`src/rtl/draw_pkg.sv`:
```
// Shared types and constants for the shape drawers.
// State encoding, octant index and coordinate-width helper.
package draw_pkg;

    typedef enum logic [1:0] {
        IDLE,
        INIT,
        PLOT,
        DONE
    } state_t;

    typedef logic [2:0] oct_t;

    localparam int DEF_SCREEN_W = 160;
    localparam int DEF_SCREEN_H = 120;

    // Signed width wide enough that centre +/- offset never wraps.
    function automatic int coord_w(input int xw, input int yw, input int rw);
        int m;
        m = xw;
        if (yw > m) m = yw;
        if (rw > m) m = rw;
        return m + 2;
    endfunction

endpackage

```
`src/rtl/circle_octant_map.sv`:
```
// Maps a first-octant offset (ox, oy) to one of eight symmetric pixels.
// Purely combinational; also reports whether the pixel is on screen.
module circle_octant_map
    import draw_pkg::*;
#(
    parameter int CW       = 10,
    parameter int SCREEN_W = DEF_SCREEN_W,
    parameter int SCREEN_H = DEF_SCREEN_H
) (
    input  logic signed [CW-1:0] cx,
    input  logic signed [CW-1:0] cy,
    input  logic signed [CW-1:0] ox,
    input  logic signed [CW-1:0] oy,
    input  oct_t                 oct,
    output logic signed [CW-1:0] x,
    output logic signed [CW-1:0] y,
    output logic                 in_bounds
);

    localparam logic signed [CW-1:0] XMAX = CW'(SCREEN_W);
    localparam logic signed [CW-1:0] YMAX = CW'(SCREEN_H);

    // Select the reflection for the current octant slot.
    always_comb begin
        x = cx;
        y = cy;
        unique case (oct)
            3'd0: begin x = cx + ox; y = cy + oy; end
            3'd1: begin x = cx + oy; y = cy + ox; end
            3'd2: begin x = cx - oy; y = cy + ox; end
            3'd3: begin x = cx - ox; y = cy + oy; end
            3'd4: begin x = cx - ox; y = cy - oy; end
            3'd5: begin x = cx - oy; y = cy - ox; end
            3'd6: begin x = cx + oy; y = cy - ox; end
            3'd7: begin x = cx + ox; y = cy - oy; end
        endcase
    end

    // Sign bit clear means non-negative; upper limits compared signed.
    always_comb begin
        in_bounds = !x[CW-1] && (x < XMAX) && !y[CW-1] && (y < YMAX);
    end

endmodule

```
`src/rtl/arc_drawer.sv`:
```
// Bresenham circle/arc engine with per-octant enable mask and clipping.
// Optional pixel counter enabled by defining ARC_DRAWER_PIXEL_COUNT_EN.
module arc_drawer
    import draw_pkg::*;
#(
    parameter int SCREEN_W = DEF_SCREEN_W,
    parameter int SCREEN_H = DEF_SCREEN_H,
    parameter int XW       = 8,
    parameter int YW       = 7,
    parameter int RW       = 8
) (
    input  logic          clk,
    input  logic          rst,
    input  logic          start,
    input  logic [XW-1:0] centre_x,
    input  logic [YW-1:0] centre_y,
    input  logic [RW-1:0] radius,
    input  logic [7:0]    octant_mask,
    input  logic [2:0]    colour,
    output logic          done,
    output logic [XW-1:0] vga_x,
    output logic [YW-1:0] vga_y,
    output logic [2:0]    vga_colour,
    output logic          vga_plot
`ifdef ARC_DRAWER_PIXEL_COUNT_EN
    ,
    output logic [15:0]   pixel_count
`endif
);

    localparam int CW  = coord_w(XW, YW, RW);
    localparam int CRW = RW + 3;
    localparam int AW  = ((CW > CRW) ? CW : CRW) + 1;

    state_t state, next_state;

    logic signed [CW-1:0]  cx_q, cy_q;
    logic signed [CW-1:0]  ox, oy;
    logic signed [CRW-1:0] crit;
    logic [7:0]            mask_q;
    logic [2:0]            col_q;
    oct_t                  oct;

    logic signed [CW-1:0]  ox_n, oy_n;
    logic signed [CRW-1:0] crit_n;
    logic signed [AW-1:0]  ox_a, oy_a, cr_a, step;
    logic                  crit_le0;
    logic                  more;

    logic signed [CW-1:0]  mx, my;
    logic                  inb;
    logic                  plot_c;
    logic                  unused_hi;

    circle_octant_map #(
        .CW       (CW),
        .SCREEN_W (SCREEN_W),
        .SCREEN_H (SCREEN_H)
    ) u_map (
        .cx        (cx_q),
        .cy        (cy_q),
        .ox        (ox),
        .oy        (oy),
        .oct       (oct),
        .x         (mx),
        .y         (my),
        .in_bounds (inb)
    );

    // In-bounds pixels never use the upper bits of the wide coordinates.
    assign unused_hi = ^{mx[CW-1:XW], my[CW-1:YW]};

    // Midpoint step applied after the octant-8 slot of each iteration.
    always_comb begin
        crit_le0 = crit[CRW-1] || (crit == '0);
        oy_n     = oy + CW'(1);
        ox_n     = crit_le0 ? ox : (ox - CW'(1));
        oy_a     = AW'(oy_n);
        ox_a     = AW'(ox_n);
        cr_a     = AW'(crit);
        if (crit_le0) begin
            step = oy_a + oy_a + AW'(1);
        end else begin
            step = (oy_a - ox_a) + (oy_a - ox_a) + AW'(1);
        end
        crit_n = CRW'(cr_a + step);
        more   = (oy_n <= ox_n);
    end

    // Pixel strobe for the current slot, before output registering.
    always_comb begin
        plot_c = (state == PLOT) && mask_q[oct] && inb;
    end

    // State register.
    always_ff @(posedge clk or posedge rst) begin
        if (rst) begin
            state <= IDLE;
        end else begin
            state <= next_state;
        end
    end

    // Next-state logic; DONE holds until done is visible and start drops.
    always_comb begin
        next_state = state;
        unique case (state)
            IDLE: if (start) next_state = INIT;
            INIT: next_state = PLOT;
            PLOT: begin
                if (oct == 3'd7) begin
                    next_state = more ? PLOT : DONE;
                end
            end
            DONE: if (done && !start) next_state = IDLE;
        endcase
    end

    // Latch the job in INIT, walk octant slots and iterate in PLOT.
    always_ff @(posedge clk or posedge rst) begin
        if (rst) begin
            cx_q   <= '0;
            cy_q   <= '0;
            ox     <= '0;
            oy     <= '0;
            crit   <= '0;
            mask_q <= '0;
            col_q  <= '0;
            oct    <= '0;
        end else begin
            unique case (state)
                INIT: begin
                    cx_q   <= CW'(centre_x);
                    cy_q   <= CW'(centre_y);
                    ox     <= CW'(radius);
                    oy     <= '0;
                    crit   <= CRW'(1) - CRW'(radius);
                    mask_q <= octant_mask;
                    col_q  <= colour;
                    oct    <= '0;
                end
                PLOT: begin
                    oct <= oct + 3'd1;
                    if (oct == 3'd7) begin
                        ox   <= ox_n;
                        oy   <= oy_n;
                        crit <= crit_n;
                    end
                end
                default: ;
            endcase
        end
    end

    // Registered outputs; unused coordinates are forced to zero.
    always_ff @(posedge clk or posedge rst) begin
        if (rst) begin
            done       <= 1'b0;
            vga_plot   <= 1'b0;
            vga_x      <= '0;
            vga_y      <= '0;
            vga_colour <= '0;
        end else begin
            done       <= (state == DONE) && !(done && !start);
            vga_plot   <= plot_c;
            vga_x      <= plot_c ? mx[XW-1:0] : '0;
            vga_y      <= plot_c ? my[YW-1:0] : '0;
            vga_colour <= (state == PLOT) ? col_q : 3'd0;
        end
    end

`ifdef ARC_DRAWER_PIXEL_COUNT_EN
    // Saturating count of strobed pixels for the most recent draw.
    always_ff @(posedge clk or posedge rst) begin
        if (rst) begin
            pixel_count <= '0;
        end else if (state == INIT) begin
            pixel_count <= '0;
        end else if (vga_plot && (pixel_count != 16'hFFFF)) begin
            pixel_count <= pixel_count + 16'd1;
        end
    end
`endif

endmodule

```
`config.mk`:
```
export PLATFORM = sky130hd
export DESIGN_NAME = arc_drawer
export DESIGN_NICKNAME = d
export VERILOG_FILES = /design/src/rtl/draw_pkg.sv /design/src/rtl/circle_octant_map.sv /design/src/rtl/arc_drawer.sv
export SDC_FILE = /design/constraint.sdc
export NUM_CORES = 1
export LEC_CHECK = 0
export CAP_MARGIN = 25
export CORE_MARGIN = 3
export CORE_UTILIZATION = 50
export DETAILED_ROUTE_END_ITERATION = 16
export GPL_ROUTABILITY_DRIVEN = 0
export PLACE_DENSITY_LB_ADDON = 0.25
export RECOVER_POWER = 25
export SLEW_MARGIN = 40
export SYNTH_ARGS = -nofsm -noshare
export SYNTH_HDL_FRONTEND = slang
export SYNTH_SLANG_ARGS = --single-unit
```
`constraint.sdc`:
```
create_clock -name clk -period 3.9 [get_ports clk]
set_input_delay 0.78 -clock clk [delete_from_list [all_inputs] [get_ports clk]]
set_output_delay 0.78 -clock clk [all_outputs]
set_load 0.03 [all_outputs]
```
==> impl_metrics.env <==
export IMPL_synth_area_top_cells="dfrtp_1 30%, ha_1 9.1%, o21ai_0 4.8%"
export IMPL_fin_util_pct=73.6
export IMPL_synth_fp_nets=866
export IMPL_ys_flop_type="dfrtp_1"
export IMPL_start_kind="register"
export IMPL_antenna_cells=0
export IMPL_num_fill_cells=876
export IMPL_drtIter0Drc=659
export IMPL_ys_ff_latch=82
export IMPL_synth_common_cells="82 x dfrtp_1, 70 x nand2_1, 70 x nor2_1, 64 x o21ai_0, 60 x a21oi_1"
export IMPL_synth_distinct_cells=80
export IMPL_cp_max_fo=4
export IMPL_rsz0062_at_grt="true"
export IMPL_finalHoldViolations=0
export IMPL_status="finished with violations"
export IMPL_grt_max_degree=47
export IMPL_ant_nets=0
export IMPL_drive_above_1_share_pct=34.1
export IMPL_dieWidth_um=122
export IMPL_coreArea_mm2=0.0129
export IMPL_hold_start="col_q[0]"
export IMPL_wl_per_cell_um=19.3
export IMPL_vdd_ir_drop_max_uv=511
export IMPL_syn_area_mm2=0.00674
export IMPL_crit_end="crit[10]"
export IMPL_synth_edf_count=0
export IMPL_cap_violations=1
export IMPL_critical_path_required_ns=4.13
export IMPL_worst_r2r_setup_slack_ns=-0.33
export IMPL_vias=7076
export IMPL_path_clk_slew_ns=0.07
export IMPL_first_global_vias=6887
export IMPL_place_area_mm2=0.00839
export IMPL_p_leak_nw=4.07
export IMPL_timing_final_ws_setup_ns=-0.330
export IMPL_startpoint="crit[6]"
export IMPL_clock_sinks=82
export IMPL_track_usage_pct=28.5
export IMPL_relSlewSlack_pct=-13.6
export IMPL_power_density_mw_per_mm2=1020
export IMPL_drc_errors=0
export IMPL_clk_path_buf_depth=2
export IMPL_setup_viol_count_final=19
export IMPL_avgSynthCellArea_um2=8.67
export IMPL_initial_core_util_pct=52.3
export IMPL_vias_per_cell=6.19
export IMPL_r2r_cells=19
export IMPL_cts_inserted_buffers=9
export IMPL_synth_top_cell_area_share_pct=30.5
export IMPL_slew_violations=37
export IMPL_synth_area_leader_cell="dfrtp_1"
export IMPL_die_height_um=122
export IMPL_worst_pin_slew_ns=1.69
export IMPL_r2r_start="crit[6]"
export IMPL_async_flop_share_pct=100
export IMPL_final_instance_count_excl_fill=1144
export IMPL_place_hpwl_um=15300
export IMPL_num_rows=41
export IMPL_fin_worst_skew_ns=0.0101
export IMPL_fmax_ghz=0.236
export IMPL_synthCells=777
export IMPL_fin_area_mm2=0.00948
export IMPL_ioPinCount=57
export IMPL_clk_insertion_delay_late_ns=0.36
export IMPL_reg2reg_to="crit[10]"
export IMPL_seq_area_frac_synth_pct=30.5
export IMPL_period_needed_ns=4.23
export IMPL_dpl_worst_slack_ns=-0.325
export IMPL_fin_crit_sh_pct=108
export IMPL_violations="capacitance limit, slew limit, setup timing"
export IMPL_setup_tns_ns=-1.49
export IMPL_syn2layout_area_growth_pct=40.7
export IMPL_grt_remaining_overflow=0
export IMPL_hold_buffers=0
export IMPL_min_delay_path_class="register to register"
export IMPL_dp_cells=1088
export IMPL_cts_root_buf="clkbuf_16"
export IMPL_dr_pass1_iters=7
export IMPL_arrival_ns=4.46
export IMPL_worst_setup_path_end_kind="register"
export IMPL_fin_nets=1056
export IMPL_synth_most_common_cell="dfrtp_1"
export IMPL_htreeDepth=3
export IMPL_worstSetupPathType="register to register"
export IMPL_portBuffers=56
export IMPL_dieArea_mm2=0.0149
export IMPL_cts_tree="built"
export IMPL_antenna_found_initial=0
export IMPL_yosys_warnings=0
export IMPL_routed_wl_um=22100
export IMPL_grt_pass1_wl_um=33800
[cell type report]
| class | count | area (um2) | share of cell area, % |
|---|---|---|---|
| multi-input combinational | 614 | 4910 | 51.8 |
| sequential | 82 | 2050 | 21.7 |
| timing repair buffer | 218 | 1850 | 19.5 |
| clock buffer | 9 | 225 | 2.38 |
| tap | 172 | 215 | 2.27 |
| inverter | 42 | 159 | 1.68 |
| clock inverter | 7 | 68.8 | 0.726 |
[worst min-delay path by stage]
| stage | endpoint | slack [ns] | cells after the start |
|---|---|---|---|
| after global routing | vga_colour[0] | 0.51 | 1 |
| after CTS | vga_colour[0] | 0.49 | 1 |
| after floorplan | vga_colour[0] | 0.45 | 1 |
| after detailed placement | vga_colour[0] | 0.47 | 1 |
| after global placement | vga_colour[2] | 0.46 | 1 |
| final | vga_colour[0] | 0.49 | 1 |
[report_power, final]
part	switching (W)	internal [W]	total [W]	leakage (nW)
clock	0.000411	0.000449	0.000860	0.138
sequential	0.000291	0.00114	0.00143	1.03
combinational	0.00379	0.00363	0.00742	2.91
[metal layers]
layer,vias up,part of all wire [%],GRT usage (%)
li1,3218,-,-
met1,3423,40,36.3
met2,346,48,49.0
met3,89,8.0,4.69
met4,0,3.7,10.3
met5,-,0,0
[cells by family (layout without fill, tap and decap cells)]
group                      after synthesis  count (layout)  synth area share, %
buffers and inverters                   82             276                 5.15
adders and majority gates               52              52                 9.99
muxes                                   38              38                 6.67
and+or+nand+nor                        254             254                 19.9
AOI/OAI and AO/OA                      229             230                 22.6
DFF                                     82              82                 30.5
xor gates and xnor gates                40              40                 5.20
[per-stage QoR]
step           total power [W]  hold WS, ns
2_1_floorplan          0.00513        0.449
3_3_place_gp           0.00693        0.461
3_5_place_dp           0.00716        0.471
4_1_cts                0.00874        0.491
5_1_grt                 0.0103        0.513
6_report               0.00971        0.485
[registers in the layout (all words and copies together) (netlist names)]
name	flops
vga_plot	1
vga_colour	3
oct	3
done	1
ox	10
oy	10
col_q	3
mask_q	8
cx_q	8
vga_y	7
cy_q	7
crit	11
state	2
vga_x	8
[critical path, cell delays in order (launching register included)]
cell and delay [ns]:
dfrtp_1 0.41, nor4_4 0.38, a31oi_4 0.18, nand2_2 0.14
xor2_4 0.19, ha_4 0.24, a31o_4 0.24, o21ai_2 0.16
nand2b_1 0.11, a21oi_2 0.20, xor2_1 0.17, mux2i_1 0.12
ha_1 0.32, or2_2 0.30, a21oi_2 0.19, o31ai_2 0.11
a21oi_2 0.15, xor2_1 0.21, xnor2_1 0.18, o21ai_1 0.09
[cells in the final DEF (no fill, tap or decap), types with 19 or more instances in the layout]
master / n
clkdlybuf4s50_1: 54
o21ai_0: 50
xnor2_1: 21
dfrtp_1: 80
a21oi_1: 43
buf_4: 148
ha_1: 30
nand2_1: 69
inv_1: 38
nand3_1: 19
nor2_1: 66
mux2_2: 24
[timing repair]
| action | in CTS | in global routing |
|---|---|---|
| cloned | 1 | 1 |
| setup endpoints to repair | 19 | 22 |
| resized for setup | 52 | 66 |
| pin swaps | 31 | 38 |
| endpoints found under the hold margin | 0 | 0 |
| buffers inserted | 25 | 13 |
Note: power is estimated with default switching activity, not from simulation.
